==> config.mk <==
export PLATFORM = sky130hd
export DESIGN_NAME = multicycle_controller
export DESIGN_NICKNAME = d
export VERILOG_FILES = /design/src/rtl/riscv_ctrl_pkg.sv /design/src/rtl/branch_cond.sv /design/src/rtl/multicycle_controller.sv
export SDC_FILE = /design/constraint.sdc
export NUM_CORES = 1
export LEC_CHECK = 0
export CAP_MARGIN = 10
export CORE_MARGIN = 1.5
export CORE_UTILIZATION = 65
export DETAILED_ROUTE_END_ITERATION = 16
export DONT_BUFFER_PORTS = 1
export PLACE_DENSITY = 0.81
export SLEW_MARGIN = 20
export SYNTH_ARGS = -nofsm -noshare
export SYNTH_HDL_FRONTEND = slang
export SYNTH_SLANG_ARGS = --single-unit
==> constraint.sdc <==
create_clock -name clk -period 4 [get_ports clk]
set_clock_uncertainty 0.05 [all_clocks]
set_input_delay 1 -clock clk [delete_from_list [all_inputs] [get_ports clk]]
set_output_delay 1 -clock clk [all_outputs]
set_load 0.01 [all_outputs]
==> src/rtl/riscv_ctrl_pkg.sv <==
// Shared encodings for the RV32I multicycle control unit: FSM states,
// datapath mux codes, opcodes and the illegal-encoding check.
package riscv_ctrl_pkg;

  typedef enum logic [3:0] {
    S_FETCH, S_DECODE, S_MEMADR, S_MEMREAD, S_MEMWB, S_MEMWRITE,
    S_EXECR, S_EXECI, S_ALUWB, S_BRANCH, S_JUMP, S_JALR1, S_UPPER, S_TRAP
  } state_e;

  localparam logic [2:0] IMM_I = 3'b000;
  localparam logic [2:0] IMM_S = 3'b001;
  localparam logic [2:0] IMM_B = 3'b010;
  localparam logic [2:0] IMM_J = 3'b011;
  localparam logic [2:0] IMM_U = 3'b100;

  localparam logic [1:0] SRCA_PC    = 2'b00;
  localparam logic [1:0] SRCA_OLDPC = 2'b01;
  localparam logic [1:0] SRCA_RS1   = 2'b10;
  localparam logic [1:0] SRCA_ZERO  = 2'b11;

  localparam logic [1:0] SRCB_RS2  = 2'b00;
  localparam logic [1:0] SRCB_IMM  = 2'b01;
  localparam logic [1:0] SRCB_FOUR = 2'b10;

  localparam logic [1:0] RES_ALUOUT    = 2'b00;
  localparam logic [1:0] RES_RDATA     = 2'b01;
  localparam logic [1:0] RES_ALURESULT = 2'b10;

  localparam logic [1:0] ALU_ADD   = 2'b00;
  localparam logic [1:0] ALU_SUB   = 2'b01;
  localparam logic [1:0] ALU_FUNCT = 2'b10;

  localparam logic [2:0] LD_B  = 3'b000;
  localparam logic [2:0] LD_H  = 3'b001;
  localparam logic [2:0] LD_W  = 3'b010;
  localparam logic [2:0] LD_BU = 3'b011;
  localparam logic [2:0] LD_HU = 3'b100;

  localparam logic [1:0] ST_B = 2'b00;
  localparam logic [1:0] ST_H = 2'b01;
  localparam logic [1:0] ST_W = 2'b10;

  localparam logic [6:0] OP_LOAD   = 7'b0000011;
  localparam logic [6:0] OP_STORE  = 7'b0100011;
  localparam logic [6:0] OP_R      = 7'b0110011;
  localparam logic [6:0] OP_I      = 7'b0010011;
  localparam logic [6:0] OP_BRANCH = 7'b1100011;
  localparam logic [6:0] OP_JAL    = 7'b1101111;
  localparam logic [6:0] OP_JALR   = 7'b1100111;
  localparam logic [6:0] OP_LUI    = 7'b0110111;
  localparam logic [6:0] OP_AUIPC  = 7'b0010111;

  typedef struct packed {
    logic       mem_req;
    logic       adr_src;
    logic       ir_write;
    logic       pc_write;
    logic       mem_write;
    logic       reg_write;
    logic [1:0] result_src;
    logic [1:0] alu_src_a;
    logic [1:0] alu_src_b;
    logic [1:0] alu_op;
  } ctrl_t;

  function automatic logic is_illegal(input logic [6:0] op, input logic [2:0] f3);
    logic bad;
    bad = 1'b0;
    case (op)
      OP_LOAD:   bad = (f3 == 3'b011) || (f3 == 3'b110) || (f3 == 3'b111);
      OP_STORE:  bad = (f3 >= 3'b011);
      OP_BRANCH: bad = (f3 == 3'b010) || (f3 == 3'b011);
      OP_JALR:   bad = (f3 != 3'b000);
      OP_R, OP_I, OP_JAL, OP_LUI, OP_AUIPC: bad = 1'b0;
      default:   bad = 1'b1;
    endcase
    return bad;
  endfunction

endpackage

==> src/rtl/branch_cond.sv <==
// Conditional-branch resolution from the rs1-rs2 compare flags.
// Carry=1 means the subtraction produced no borrow (rs1 >= rs2 unsigned).
module branch_cond (
  input  logic [2:0] funct3_i,
  input  logic       zero_i,
  input  logic       neg_i,
  input  logic       carry_i,
  input  logic       ovf_i,
  output logic       take_o
);

  always_comb begin
    take_o = 1'b0;
    case (funct3_i)
      3'b000:  take_o = zero_i;
      3'b001:  take_o = !zero_i;
      3'b100:  take_o = neg_i ^ ovf_i;
      3'b101:  take_o = !(neg_i ^ ovf_i);
      3'b110:  take_o = !carry_i;
      3'b111:  take_o = carry_i;
      default: take_o = 1'b0;
    endcase
  end

endmodule

==> src/rtl/multicycle_controller.sv <==
// RV32I multicycle control unit: Moore sequencer over a shared ALU and a
// single handshaked memory port, with sub-word decode, trapping and instret.
module multicycle_controller
  import riscv_ctrl_pkg::*;
#(
  parameter int MEM_HS       = 1,
  parameter int ILLEGAL_TRAP = 1,
  parameter int CNT_W        = 32
) (
  input  logic             clk,
  input  logic             reset,
  input  logic [6:0]       op,
  input  logic [2:0]       funct3,
  input  logic             funct7b5,
  input  logic             Zero,
  input  logic             Neg,
  input  logic             Carry,
  input  logic             Ovf,
  input  logic             mem_ready,
  output logic             mem_req,
  output logic             AdrSrc,
  output logic             IRWrite,
  output logic             PCWrite,
  output logic             MemWrite,
  output logic             RegWrite,
  output logic [1:0]       ResultSrc,
  output logic [1:0]       ALUSrcA,
  output logic [1:0]       ALUSrcB,
  output logic [1:0]       ALUOp,
  output logic [2:0]       ImmSrc,
  output logic [2:0]       Load,
  output logic [1:0]       Store,
  output logic             illegal,
  output logic [CNT_W-1:0] instret
);

  state_e           state_q, state_d;
  logic [CNT_W-1:0] instret_q;
  logic             ready;
  logic             take;
  logic             illegal_enc;
  ctrl_t            ctrl_c, ctrl;
  logic [2:0]       imm_c, load_c;
  logic [1:0]       store_c;
  logic             unused_f7b5;

  // funct7b5 only matters to the ALU decoder in the datapath.
  assign unused_f7b5 = funct7b5;
  assign ready       = (MEM_HS != 0) ? mem_ready : 1'b1;
  assign illegal_enc = is_illegal(op, funct3);

  branch_cond u_branch_cond (
    .funct3_i (funct3),
    .zero_i   (Zero),
    .neg_i    (Neg),
    .carry_i  (Carry),
    .ovf_i    (Ovf),
    .take_o   (take)
  );

  always_comb begin
    state_d = state_q;
    case (state_q)
      S_FETCH:    if (ready) state_d = S_DECODE;
      S_DECODE: begin
        if (illegal_enc) begin
          state_d = (ILLEGAL_TRAP != 0) ? S_TRAP : S_FETCH;
        end else begin
          case (op)
            OP_LOAD, OP_STORE: state_d = S_MEMADR;
            OP_R:              state_d = S_EXECR;
            OP_I:              state_d = S_EXECI;
            OP_BRANCH:         state_d = S_BRANCH;
            OP_JAL:            state_d = S_JUMP;
            OP_JALR:           state_d = S_JALR1;
            OP_LUI, OP_AUIPC:  state_d = S_UPPER;
            default:           state_d = S_FETCH;
          endcase
        end
      end
      S_MEMADR:   state_d = (op == OP_LOAD) ? S_MEMREAD : S_MEMWRITE;
      S_MEMREAD:  if (ready) state_d = S_MEMWB;
      S_MEMWB:    state_d = S_FETCH;
      S_MEMWRITE: if (ready) state_d = S_FETCH;
      S_EXECR:    state_d = S_ALUWB;
      S_EXECI:    state_d = S_ALUWB;
      S_ALUWB:    state_d = S_FETCH;
      S_BRANCH:   state_d = S_FETCH;
      S_JUMP:     state_d = S_ALUWB;
      S_JALR1:    state_d = S_JUMP;
      S_UPPER:    state_d = S_ALUWB;
      S_TRAP:     state_d = S_TRAP;
      default:    state_d = S_FETCH;
    endcase
  end

  // Every return to FETCH retires one instruction; TRAP never returns.
  always_ff @(posedge clk) begin
    if (reset) begin
      state_q   <= S_FETCH;
      instret_q <= '0;
    end else begin
      state_q <= state_d;
      if (state_q != S_FETCH && state_d == S_FETCH)
        instret_q <= instret_q + CNT_W'(1);
    end
  end

  always_comb begin
    ctrl_c = '0;
    case (state_q)
      S_FETCH: begin
        ctrl_c.mem_req    = 1'b1;
        ctrl_c.result_src = RES_ALURESULT;
        ctrl_c.alu_src_a  = SRCA_PC;
        ctrl_c.alu_src_b  = SRCB_FOUR;
        ctrl_c.ir_write   = ready;
        ctrl_c.pc_write   = ready;
      end
      S_DECODE: begin
        ctrl_c.alu_src_a = SRCA_OLDPC;
        ctrl_c.alu_src_b = SRCB_IMM;
      end
      S_MEMADR, S_JALR1: begin
        ctrl_c.alu_src_a = SRCA_RS1;
        ctrl_c.alu_src_b = SRCB_IMM;
      end
      S_MEMREAD: begin
        ctrl_c.mem_req = 1'b1;
        ctrl_c.adr_src = 1'b1;
      end
      S_MEMWB: begin
        ctrl_c.result_src = RES_RDATA;
        ctrl_c.reg_write  = 1'b1;
      end
      S_MEMWRITE: begin
        ctrl_c.mem_req   = 1'b1;
        ctrl_c.adr_src   = 1'b1;
        ctrl_c.mem_write = 1'b1;
      end
      S_EXECR: begin
        ctrl_c.alu_src_a = SRCA_RS1;
        ctrl_c.alu_src_b = SRCB_RS2;
        ctrl_c.alu_op    = ALU_FUNCT;
      end
      S_EXECI: begin
        ctrl_c.alu_src_a = SRCA_RS1;
        ctrl_c.alu_src_b = SRCB_IMM;
        ctrl_c.alu_op    = ALU_FUNCT;
      end
      S_ALUWB: begin
        ctrl_c.result_src = RES_ALUOUT;
        ctrl_c.reg_write  = 1'b1;
      end
      S_BRANCH: begin
        ctrl_c.alu_src_a  = SRCA_RS1;
        ctrl_c.alu_src_b  = SRCB_RS2;
        ctrl_c.alu_op     = ALU_SUB;
        ctrl_c.result_src = RES_ALUOUT;
        ctrl_c.pc_write   = take;
      end
      S_JUMP: begin
        ctrl_c.alu_src_a  = SRCA_OLDPC;
        ctrl_c.alu_src_b  = SRCB_FOUR;
        ctrl_c.result_src = RES_ALUOUT;
        ctrl_c.pc_write   = 1'b1;
      end
      S_UPPER: begin
        ctrl_c.alu_src_a = (op == OP_LUI) ? SRCA_ZERO : SRCA_OLDPC;
        ctrl_c.alu_src_b = SRCB_IMM;
      end
      default: ctrl_c = '0;
    endcase
  end

  always_comb begin
    imm_c = IMM_I;
    case (op)
      OP_STORE:         imm_c = IMM_S;
      OP_BRANCH:        imm_c = IMM_B;
      OP_JAL:           imm_c = IMM_J;
      OP_LUI, OP_AUIPC: imm_c = IMM_U;
      default:          imm_c = IMM_I;
    endcase
    load_c = LD_B;
    case (funct3)
      3'b001:  load_c = LD_H;
      3'b010:  load_c = LD_W;
      3'b100:  load_c = LD_BU;
      3'b101:  load_c = LD_HU;
      default: load_c = LD_B;
    endcase
    store_c = ST_B;
    case (funct3)
      3'b001:  store_c = ST_H;
      3'b010:  store_c = ST_W;
      default: store_c = ST_B;
    endcase
  end

  // Reset gates outputs combinationally so a pending access drops at once.
  assign ctrl      = reset ? '0 : ctrl_c;
  assign mem_req   = ctrl.mem_req;
  assign AdrSrc    = ctrl.adr_src;
  assign IRWrite   = ctrl.ir_write;
  assign PCWrite   = ctrl.pc_write;
  assign MemWrite  = ctrl.mem_write;
  assign RegWrite  = ctrl.reg_write;
  assign ResultSrc = ctrl.result_src;
  assign ALUSrcA   = ctrl.alu_src_a;
  assign ALUSrcB   = ctrl.alu_src_b;
  assign ALUOp     = ctrl.alu_op;
  assign ImmSrc    = reset ? 3'b000 : imm_c;
  assign Load      = reset ? 3'b000 : load_c;
  assign Store     = reset ? 2'b00 : store_c;
  assign illegal   = !reset && (state_q == S_TRAP);
  assign instret   = reset ? '0 : instret_q;

endmodule

## Yosys cells after proc, flatten, opt, wreduce, memory -nomap -nowiden

Cells that the tools add are included.

- Flip-flop bits (word level): 36
- Bits of input ports: 18
- Output and inout bits: 55

- Add/sub/neg operators: 1
- Order comparisons: 1
- Equal/unequal tests: 29
- Multiplexer cells: 27
- Bitwise logic cells: 1
- Reductions and logical operators: 24

Operators by type and width:

| kind | count |
|---|---|
| $add A32 B1 Y32 const B | 1 |
| $mux W32 | 1 |
| $pmux W4 S8 | 1 |
| $pmux W4 S7 | 1 |
| $eq A4 B4 Y1 const B | 6 |
| $pmux W3 S4 | 2 |
| $pmux W4 S6 | 1 |
| $eq A7 B6 Y1 const B | 3 |
| $eq A7 B7 Y1 const B | 3 |
| $eq A4 B3 Y1 const B | 4 |
| $mux W4 | 4 |
| $eq A7 B5 Y1 const B | 2 |
| $mux W14 | 1 |
| $eq A3 B3 Y1 const B | 4 |
| $pmux W2 S2 | 3 |
| $reduce_or A2 Y1 | 6 |
| $mux W3 | 3 |
| $eq A4 B2 Y1 const B | 2 |
| $logic_not A4 Y1 | 2 |
| $eq A7 B2 Y1 const B | 1 |
| $eq A3 B2 Y1 const B | 2 |
| $pmux W1 S6 | 1 |
| $reduce_or A3 Y1 | 2 |
| $mux W1 | 5 |
| other kinds (15) | 22 |

## Longest topological paths before layout

Gate-level depths: netlist (run 1).

- Depth in word-level cells: 8
- Gate-level depth with buffers: 10
- Mapped depth without buffers: 7

## Modules after synthesis

From an unflattened synthesis (run 1), not the netlist that was laid out.

- Cells, all modules: 353
- Area total of the unflattened synthesis: 2736.4 um^2

Modules (own cells, without submodules):

| module | instances | cells an instance | area an instance (um^2) | sequential area each (um^2) |
|---|---|---|---|---|
| multicycle_controller | 1 | 343 | 2668.8 | 720.7 |
| branch_cond | 1 | 10 | 67.6 | 0.0 |

## Least setup slack after synthesis (run 1)

OpenSTA, ideal clock, no wires.

- Path type: in2out
- Start point: in op[3]
- End point: out ImmSrc[0]
- Arrival time: 2.191 ns
- Data required time: 2.950 ns
- Setup slack: 0.759 ns
- Stages on the path: 3
- Buffers on the path: 1
- Cells stage by stage: buf_2 -> or3_1 -> a2111oi_0

- Cells in the longest elaborated chain, start to end: 4
- Elaborated cells between the ends (all ways): 8
- Those cells by class: 5 x eq/ne; 2 x mux; 1 x reduce/logical

Ends and longest elaborated chain:

| item | line | RTL |
|---|---|---|
| start, declared | multicycle_controller.sv:12 | `input logic [6:0] op,` |
| $eq A7 B6 Y1 / $eq A7 B5 Y1 (equally long branches) | multicycle_controller.sv:178 | `case (op)` |
| $reduce_or A2 Y1 | multicycle_controller.sv:178 |  |
| $pmux W3 S4 * | multicycle_controller.sv:178 |  |
| $mux W3 * | multicycle_controller.sv:213 | `assign ImmSrc = reset ? 3'b000 : imm_c;` |
| end, declared | multicycle_controller.sv:30 | `output logic [2:0] ImmSrc,` |

Every way passes the cells marked *; elsewhere a longest branch is shown, timed or not.

## Final worst setup path (run 1)

- Start point: in op[1]
- End point: out ALUSrcA[1]

- Cells in the longest elaborated chain, start to end: 4

Ends and longest elaborated chain:

| item | line | RTL |
|---|---|---|
| $eq A7 B6 Y1 | multicycle_controller.sv:169 | `ctrl_c.alu_src_a = (op == OP_LUI) ? SRCA_ZERO : SRCA_OLDPC;` |
| $mux W2 | multicycle_controller.sv:169 |  |
| $pmux W4 S6 | multicycle_controller.sv:111 | `case (state_q)` |
| $mux W14 | multicycle_controller.sv:202 | `assign ctrl = reset ? '0 : ctrl_c;` |
| end, declared | multicycle_controller.sv:27 | `output logic [1:0] ALUSrcA,` |

Every way passes these cells.

==> results of run 1 <==
-- power by group through the flow --
stage / logic, mW / clock network [mW] / registers [mW]
after floorplan: 0.138 / 0 / 0.377
after global placement: 0.115 / 0 / 0.389
after detailed placement: 0.118 / 0 / 0.389
after CTS: 0.118 / 0.267 / 0.381
after global routing: 0.131 / 0.283 / 0.383
final: 0.118 / 0.264 / 0.381
-- stage by stage --
step / cells / total power [mW] / setup slack (ns) / utilization / hold slack, ns
detailed placement: 389 / 0.5071 / 0.6774 / 0.6619 / 0.4306
finish: 397 / 0.7625 / 0.7714 / 0.6850 / 0.4466
CTS: 397 / 0.7666 / 0.7576 / 0.6850 / 0.4436
floorplan: 368 / 0.5150 / 0.7592 / - / 0.4101
global placement: 389 / 0.5039 / 0.6973 / 0.6619 / 0.4217
global route: 397 / 0.7976 / 0.6605 / 0.6850 / 0.4708
-- area by class of cell --
| type | instances | area share |
|---|---|---|
| sequential | 36 | 0.2630 |
| clock inverter | 2 | 0.003653 |
| timing repair buffer | 2 | 0.005479 |
| clock buffer | 6 | 0.03014 |
| multi-input combinational | 296 | 0.6680 |
| inverter | 5 | 0.006849 |
| tap | 50 | 0.02283 |
-- routing by layer --
| layer | routed length (um) | vias up | share of wire |
|---|---|---|---|
| li1 | - | 1292 | - |
| met3 | 245 | 5 | 0.043 |
| met2 | 2872 | 51 | 0.50 |
| met1 | 2576 | 1181 | 0.45 |
| met4 | 52 | 0 | 0.0090 |
| met5 | 0 | - | 0 |
-- state kept, by name, indices dropped and copies added (netlist names) --
register and count:
state_q 4, instret_q 32
-- Yosys cell counts (4+ instances only) --
library cell  count  area share
nor2b_1          37       0.085
dfxtp_1          36        0.27
a21oi_1          30       0.055
o21ai_0          29       0.053
nand2_1          22       0.030
nor2_1           22       0.030
or3_1            22       0.051
nand3_1          21       0.039
nor3_1           17       0.031
clkbuf_1         16       0.022
and3_1            8       0.018
buf_2             8       0.015
nand2b_1          8       0.018
nand4_1           8       0.018
inv_1             5      0.0069
mux2_2            5       0.021
or4_1             5       0.014
xor2_1            5       0.016
buf_6             4       0.017
mux2i_1           4       0.015
nor4_1            4      0.0092
xnor2_1           4       0.013
-- worst paths after layout --
path,start,endpoint,slack (ns),cells after the start
min,instret_q[21]$_SDFFE_PP0P_,instret_q[21]$_SDFFE_PP0P_,0.45,2
min reg2reg,instret_q[21]$_SDFFE_PP0P_,instret_q[21]$_SDFFE_PP0P_,0.45,2
max,op[1],ALUSrcA[1],0.77,6
max reg2reg,state_q[2]$_SDFF_PP0_,instret_q[12]$_SDFFE_PP0P_,1.08,8
-- kinds of logic (layout without fill, tap and decap cells) --
family                   after synthesis  after routing  share of synthesized area
AO/OA/AOI/OAI                         85             85                     0.2014
AND/OR/NAND/NOR                      192            192                     0.3995
buffers and inverters                 36             15                    0.06452
adder cells (fa/ha/maj)                1              1                   0.004608
multiplexers                           9              9                    0.03548
flip-flops                            36             36                     0.2654
XOR/XNOR                               9              9                    0.02903
-- critical path, cell delays in order --
cell and delay, ns:
nand2_1 0.12, nor2_1 0.22, nand4_1 0.15, o41ai_1 0.34
nand2_1 0.09, a21oi_1 0.26
==> run_results.csv, run 1 <==
group,metric,value,unit
outcome,outcome,"completed",
synth,synthFlopType,"dfxtp_1",
grt,grtUsageMet1,0.3116,
power,cell_internal_pwr,0.5487,mW
sta,tns,0,ns
power,powerDensity,278.3,nW/um^2
synth,synth_nets,387,
cts,cts_tree,"yes",
final_layout,post-route-cell-area,2740,um^2
synth,synth_edf_count,0,
final_layout,multiInputGateArea,1831,um^2
route,vias_per_cell,6.370,
power,ir_drop,0.2995,mV
synth,yosysSeqAreaShare,0.2654,
sta,setup_viol,0,
route,via_count,2529,
cts,cts_sinks,36,
power,p_comb_frac,0.154,
grt,grt_use_met3,0.03333,
place,dpl-instance-area,2648,um^2
sta,maxSlewViolCount,0,
power,p_seq_frac,0.500,
sta,worst_pin_slew,0.7518,ns
floorplan,die_h,67.63,um
grt,grt_overflow,0,
floorplan,core_area,4000,um^2
sta,grt_setup_unrepaired,"false",
sta,slew-limit-headroom,0.4981,
cts,root_buffer,"clkbuf_8",
route,ant_nets,0,
cts,path_clk_slew,0.07,ns
final_layout,area_delta_synth_final,0.9217,%
grt,grt_pass1_wl,9045,um
grt,use_met2,0.4522,
synth,ys_types,59,
synth,avgSynthCellArea,7.378,um^2
final_layout,seq_area,720.7,um^2
power,p_leak,0.8839,nW
cts,cts_hold_buf,0,
floorplan,die_w,67.63,um
synth,synthCells,368,
power,clkPwrFrac,0.346,
route,drtIter0Drc,115,
power,switchingPower,0.2138,mW
worst_setup_path,end_kind,"output port",
final_layout,nets,365,
floorplan,start_util,0.6788,
final_layout,drive_gt1_frac,0.08069,
worst_setup_path,arrival,2.18,ns
cts,numCtsBuffers,5,
run,drv_cap,0,
sta,hold_viol,0,
cts,cts_setup_buffers,0,
final_layout,nFillCells,374,
route,first_pass_iters,4,
route,drc,0,
grt,grt_max_degree,88,
grt,top_usage_layer,"met2",
grt,grt_pass1_vias,2055,
sta,fin_crit,3.229,ns
floorplan,die_area,4574,um^2
place,dp_hpwl,3931,um
route,drt-wirelength-per-cell,14.48,um
power,switching_share,0.2804,
worst_setup_path,cp-start-kind,"input pin",
place,port_buffers,0,
worst_setup_path,critical_path_class,"input pin to output port",
route,drt-total-wl,5747,um
sta,fmax,309.7,MHz
synth,synth_seq_cells,36,
synth,syn_area,2715,um^2
final_layout,final_common_cell,"nor2b_1",
cts,htreeDepth,2,
place,place.gp.congestion,0.7551,
floorplan,pin_count,73,
grt,antenna_found_initial,0,
synth,asyncSetResetFlopFracSynth,0,
synth,yosys_warnings,0,
cts,cts_buffer_depth,2,
worst_setup_path,required,2.95,ns
cts,clk_latency,0.28,ns
floorplan,fp-row-count,23,
cts,cts_resized,0,
worst_setup_path,cp_max_fo,5,
sta,period_share,0.8071,
final_layout,final_cell_mix,"nor2b_1, dfxtp_1, a21oi_1",
grt,track_usage,0.2523,
final_layout,antennaDiodeCount,0,
hold_path,hold_class,"flip-flop to flip-flop",
Note: power is estimated with default switching activity, not from simulation.
==> run 2, diff against run 1 <==
--- a/config.mk
+++ b/config.mk
@@ -7,10 +7,10 @@
 export LEC_CHECK = 0
 export CAP_MARGIN = 10
 export CORE_MARGIN = 1.5
-export CORE_UTILIZATION = 65
+export CORE_UTILIZATION = 58
 export DETAILED_ROUTE_END_ITERATION = 16
 export DONT_BUFFER_PORTS = 1
-export PLACE_DENSITY = 0.81
+export PLACE_DENSITY = 0.76
 export SLEW_MARGIN = 20
 export SYNTH_ARGS = -nofsm -noshare
 export SYNTH_HDL_FRONTEND = slang
==> constraint.sdc (replaced) <==
create_clock -name clk -period 2.7 [get_ports clk]
set_clock_uncertainty 0.05 [all_clocks]
set_input_delay 0.675 -clock clk [delete_from_list [all_inputs] [get_ports clk]]
set_output_delay 0.675 -clock clk [all_outputs]
set_load 0.01 [all_outputs]
==> run 2 against run 1 <==
  * The flow now finishes with violations (DRC)
  * Via count is 3.9% higher
  * Sequential power is 45% higher
  * Clock power is 50% higher
  * Final area is 5.8% higher
  * Count of clock-buffer cells in the layout is 2 higher
  * Setup slack worse by 0.68 ns
  * Power is 54% higher
  * First-iteration DRC count is 6.1% higher
  * Global-route usage is 0.79 points lower
  * Critical endpoint is now PCWrite
  * Largest power group unchanged
==> run_results.csv, run 2 (same netlist as run 1, synthesis figures left out) <==
group,metric,value,unit
outcome,outcome,"finished, violations left",
outcome,violations,"DRC",
cts,htreeDepth,2,
route,first_pass_iters,10,
sta,hold_viol,0,
place,dp_slack,-0.1055,ns
floorplan,die_w,71.42,um
power,ir_drop,0.2915,mV
floorplan,start_util,0.6109,
floorplan,fp-row-count,24,
cts,numCtsBuffers,5,
final_layout,final_cell_mix,"nor2b_1, dfxtp_1, a21oi_1",
worst_setup_path,rrSetupSlack,0.22,ns
cts,cts_setup_buffers,0,
place,port_buffers,0,
sta,maxSlewViolCount,0,
final_layout,seq_area,720.7,um^2
route,vias_per_cell,6.255,
floorplan,pin_count,73,
final_layout,drive_gt1_frac,0.1277,
final_layout,final_common_cell,"nor2b_1",
sta,setup_ws,0.09457,ns
place,dp_cells,412,
final_layout,regMostFlops,"instret_q",
floorplan,die_h,71.42,um
floorplan,core_area,4444,um^2
hold_path,hold_class,"input pin to flip-flop",
power,p_leak,0.9798,nW
worst_setup_path,crit_chain,"xor2_1, mux2i_1, xor2_1, o21ai_0, a21o_1, a21oi_1, nor3_1",
route,drtIter0Drc,122,
final_layout,area_delta_synth_final,6.728,%
cts,root_buffer,"clkbuf_8",
cts,cts_sinks,36,
worst_setup_path,cp_slowest_stage_delay,0.30,ns
sta,fmax,383.8,MHz
route,ant_nets,0,
cts,cts_hold_buf,0,
grt,grt_max_degree,88,
final_layout,top_regs,"instret_q (32), state_q (4)",
worst_setup_path,arrival,1.88,ns
worst_setup_path,critical_path_class,"input pin to output port",
place,dp_hpwl,4280,um
grt,antenna_found_initial,0,
worst_setup_path,cp_max_fo,1,
final_layout,nFillCells,417,
sta,period_share,0.9650,
worst_setup_path,cpMaxStageDelayCell,"o21ai_0",
cts,cts_resized,0,
grt,grt_overflow,0,
worst_setup_path,cpMostUsedCell,"xor2_1",
sta,setup_viol,0,
sta,holdWs,0.4000,ns
run,drv_cap,0,
cts,cts_buffer_depth,2,
cts,clk_latency,0.29,ns
power,powerDensity,405.7,nW/um^2
cts,cts_tree,"yes",
final_layout,antennaDiodeCount,0,
worst_setup_path,end_kind,"output port",
grt,grt_pass1_wl,10140,um
route,via_count,2627,
sta,slew-limit-headroom,0.5770,
floorplan,die_area,5101,um^2
worst_setup_path,required,1.98,ns
final_layout,multiInputGateArea,1831,um^2
sta,worst_pin_slew,0.6321,ns
sta,grt_setup_unrepaired,"false",
place,place.gp.congestion,0.8364,
sta,tns,0,ns
final_layout,final_cells,420,
worst_setup_path,cp-start-kind,"input pin",
sta,fin_crit,2.605,ns
route,drt-total-wl,6114,um
grt,grt_pass1_vias,2272,
cts,path_clk_slew,0.07,ns
final_layout,largest_reg_flops,32,
route,drc,4,
route,drt-wirelength-per-cell,14.56,um
grt,track_usage,0.2444,
final_layout,nets,386,
==> run 2: cell types whose count changed in the layout (fill, tap and decap cells not counted) <==
cell / previous run / this run
buf_4: 2 / 23
clkbuf_1: 0 / 2
clkinv_2: 2 / 0
==> run 2: worst paths after layout <==
kind,startpoint,cells past startpoint,end
max reg2reg,state_q[2]$_SDFF_PP0_,9,instret_q[31]$_SDFFE_PP0P_
max,Ovf,7,PCWrite
min reg2reg,instret_q[24]$_SDFFE_PP0P_,2,instret_q[24]$_SDFFE_PP0P_
min,reset,1,instret_q[2]$_SDFFE_PP0P_
==> run 2: critical path: cells and delay by family <==
kind	cells	cell delay, ns
compound gates	3	0.54
xor+xnor	2	0.22
mux	1	0.16
simple gates	1	0.29
==> run 2: per-layer routing <==
layer  track usage  vias to the layer above  wire (um)
met5             0                        -          0
met4       0.07692                        0         46
met3       0.05767                        4        299
met2        0.4226                       58       3071
met1        0.3003                     1235       2696
li1              -                     1330          -
==> run 2: area by class of cell <==
| class | count | share of cell area |
|---|---|---|
| Clock buffer | 8 | 0.03109 |
| Timing Repair Buffer | 23 | 0.05959 |
| Tap cell | 52 | 0.02245 |
| Inverter | 5 | 0.006477 |
| Sequential cell | 36 | 0.2487 |
| Multi-Input combinational cell | 296 | 0.6317 |
==> run 2: power breakdown <==
group	total [mW]	internal, mW	switching (mW)
clock network	0.397	0.208	0.188
registers	0.551	0.540	0.0110
logic	0.229	0.100	0.128
total	1.18	0.848	0.328
==> run 2: per-stage QoR <==
step | total power [mW] | instance area, um^2 | utilization
after floorplan | 0.7630 | 2715 | -
after global placement | 0.7850 | 2808 | 0.6318
after detailed placement | 0.7894 | 2808 | 0.6318
after CTS | 1.180 | 2898 | 0.6520
after global routing | 1.232 | 2898 | 0.6520
final | 1.176 | 2898 | 0.6520
==> run 3, diff against run 2 <==
--- a/config.mk
+++ b/config.mk
@@ -7,11 +7,10 @@
 export LEC_CHECK = 0
 export CAP_MARGIN = 10
 export CORE_MARGIN = 1.5
-export CORE_UTILIZATION = 58
+export CORE_UTILIZATION = 65
 export DETAILED_ROUTE_END_ITERATION = 16
 export DONT_BUFFER_PORTS = 1
-export PLACE_DENSITY = 0.76
-export SLEW_MARGIN = 20
+export PLACE_DENSITY = 0.81
 export SYNTH_ARGS = -nofsm -noshare
 export SYNTH_HDL_FRONTEND = slang
 export SYNTH_SLANG_ARGS = --single-unit
==> constraint.sdc (replaced) <==
create_clock -name clk -period 3.3 [get_ports clk]
set_clock_uncertainty 0.05 [all_clocks]
set_input_delay 0.825 -clock clk [delete_from_list [all_inputs] [get_ports clk]]
set_output_delay 0.825 -clock clk [all_outputs]
set_load 0.01 [all_outputs]
==> run 3 against run 2 <==
  * The flow now finishes without violations
  * Wire length fell by 5.6%
  * Clock power down 19%
  * Global-route usage down 0.38 points
  * Die area decreased by 10%
  * Sequential share of layout area increased by 1.2 points
  * Via count decreased by 3.9%
  * Sequential cell count stayed put
  * Utilization increased by 3.9 points
  * Register-to-register slack better by 0.32 ns
  * Critical path depth unchanged
  * Critical path type unchanged
  * Highest routed layer unchanged
==> run_results.csv, run 3 (same netlist as run 1, synthesis figures left out) <==
group,metric,value,unit
final_layout,largest_reg_flops,32,
cts,cts_hold_buf,0,
grt,grt_pass1_vias,2046,
place,place.gp.congestion,0.7677,
worst_setup_path,r2r_cells,8,
cts,clk_latency,0.29,ns
floorplan,die_w,67.63,um
sta,worst_pin_slew,0.6673,ns
final_layout,final_cell_mix,"nor2b_1, dfxtp_1, a21oi_1",
route,via_count,2524,
run,drv_cap,0,
sta,setup_ws,0.4477,ns
worst_setup_path,end_kind,"output port",
worst_setup_path,arrival,1.98,ns
route,vias_per_cell,6.310,
hold_path,hold_end,"instret_q[24]$_SDFFE_PP0P_",
hold_path,min-delay-start,"instret_q[24]$_SDFFE_PP0P_",
cts,numCtsBuffers,5,
worst_setup_path,rr_endpoint,"instret_q[18]$_SDFFE_PP0P_",
floorplan,die_h,67.63,um
route,drc,0,
route,drtIter0Drc,125,
route,first_pass_iters,4,
hold_path,hold_class,"flip-flop to flip-flop",
hold_path,hold_depth,2,
cts,cts_setup_buffers,0,
sta,fmax,350.6,MHz
final_layout,antennaDiodeCount,0,
worst_setup_path,cp-start-kind,"input pin",
place,port_buffers,0,
floorplan,start_util,0.6788,
sta,fin_crit,2.852,ns
sta,tns,0,ns
cts,htreeDepth,2,
outcome,outcome,"completed",
route,drt-total-wl,5772,um
route,drt-wirelength-per-cell,14.43,um
sta,grt_setup_unrepaired,"false",
power,ir_drop,0.2956,mV
final_layout,area_delta_synth_final,1.751,%
sta,hold_viol,0,
worst_setup_path,timing.rr.start,"state_q[1]$_SDFF_PP0_",
power,powerDensity,336.6,nW/um^2
worst_setup_path,critical_path_class,"input pin to output port",
worst_setup_path,cp_max_fo,1,
floorplan,die_area,4574,um^2
route,ant_nets,0,
grt,grt_pass1_wl,8700,um
grt,grt_overflow,0,
worst_setup_path,rrSetupSlack,0.54,ns
worst_setup_path,required,2.42,ns
cts,cts_sinks,36,
sta,slew-limit-headroom,0.5535,
cts,path_clk_slew,0.07,ns
cts,root_buffer,"clkbuf_8",
sta,period_share,0.8643,
final_layout,drive_gt1_frac,0.08857,
final_layout,nets,368,
sta,setup_viol,0,
cts,cts_buffer_depth,2,
floorplan,core_area,4000,um^2
floorplan,fp-row-count,23,
power,p_leak,0.8997,nW
grt,track_usage,0.2406,
floorplan,pin_count,73,
place,dp_slack,0.1799,ns
sta,maxSlewViolCount,0,
final_layout,top_regs,"instret_q (32), state_q (4)",
grt,antenna_found_initial,0,
final_layout,regMostFlops,"instret_q",
cts,cts_resized,0,
cts,cts_tree,"yes",
place,dp_hpwl,4026,um
grt,grt_max_degree,88,
final_layout,final_common_cell,"nor2b_1",
[run 3: cell types whose count changed in the layout (fill, tap and decap cells not counted)]
cell      delta
clkinv_2     +2
clkbuf_1     -2
buf_4       -18
[run 3: cell type report]
class / count / area (um^2)
clock buffers: 6 / 82.58
clock inverters: 2 / 10.01
fillers: 367 / 1237
inverters: 5 / 18.77
multi-input cells: 296 / 1831
flip-flops and latches: 36 / 720.7
well taps: 50 / 62.56
repair buffers: 5 / 37.54
[run 3: through the flow]
| stage | hold WS (ns) | instance area [um^2] | cells | power, mW | util |
|---|---|---|---|---|---|
| final | 0.4443 | 2763 | 400 | 0.9300 | 0.6906 |
| after global routing | 0.4694 | 2763 | 400 | 0.9672 | 0.6906 |
| after CTS | 0.4424 | 2763 | 400 | 0.9370 | 0.6906 |
| after global placement | 0.4190 | 2670 | 392 | 0.6150 | 0.6675 |
| after detailed placement | 0.4315 | 2670 | 392 | 0.6188 | 0.6675 |
| after floorplan | 0.4101 | 2715 | 368 | 0.6243 | - |
[run 3: worst max-delay path by stage]
stage | startpoint | end | slack [ns] | cells after the start
finish | Ovf | PCWrite | 0.45 | 7
global placement | op[4] | instret_q[12]$_SDFFE_PP0P_ | 0.20 | 8
CTS | Ovf | PCWrite | 0.40 | 7
floorplan | op[3] | ImmSrc[0] | 0.41 | 3
detailed placement | op[4] | instret_q[12]$_SDFFE_PP0P_ | 0.18 | 8
global route | state_q[1]$_SDFF_PP0_ | instret_q[18]$_SDFFE_PP0P_ | 0.28 | 8
[run 3: critical path, cell delays in order]
cell and delay, ns:
xor2_1 0.15, mux2i_1 0.11, xor2_1 0.14, o21ai_0 0.25, a21o_1 0.16, a21oi_1 0.06
nor3_1 0.29
[run 3: metal layers]
layer  wire [um]  vias up  track usage
li1            -     1294            -
met1        2581     1176       0.3000
met2        2909       49       0.4228
met3         228        5      0.03667
met4          51        0      0.07398
met5           0        -            0
[run 3: power breakdown]
part | switching (mW) | internal [mW] | leakage [nW]
clock network | 0.154 | 0.167 | 0.0510
registers | 0.00876 | 0.441 | 0.291
logic | 0.0981 | 0.0609 | 0.558
total | 0.261 | 0.669 | 0.900
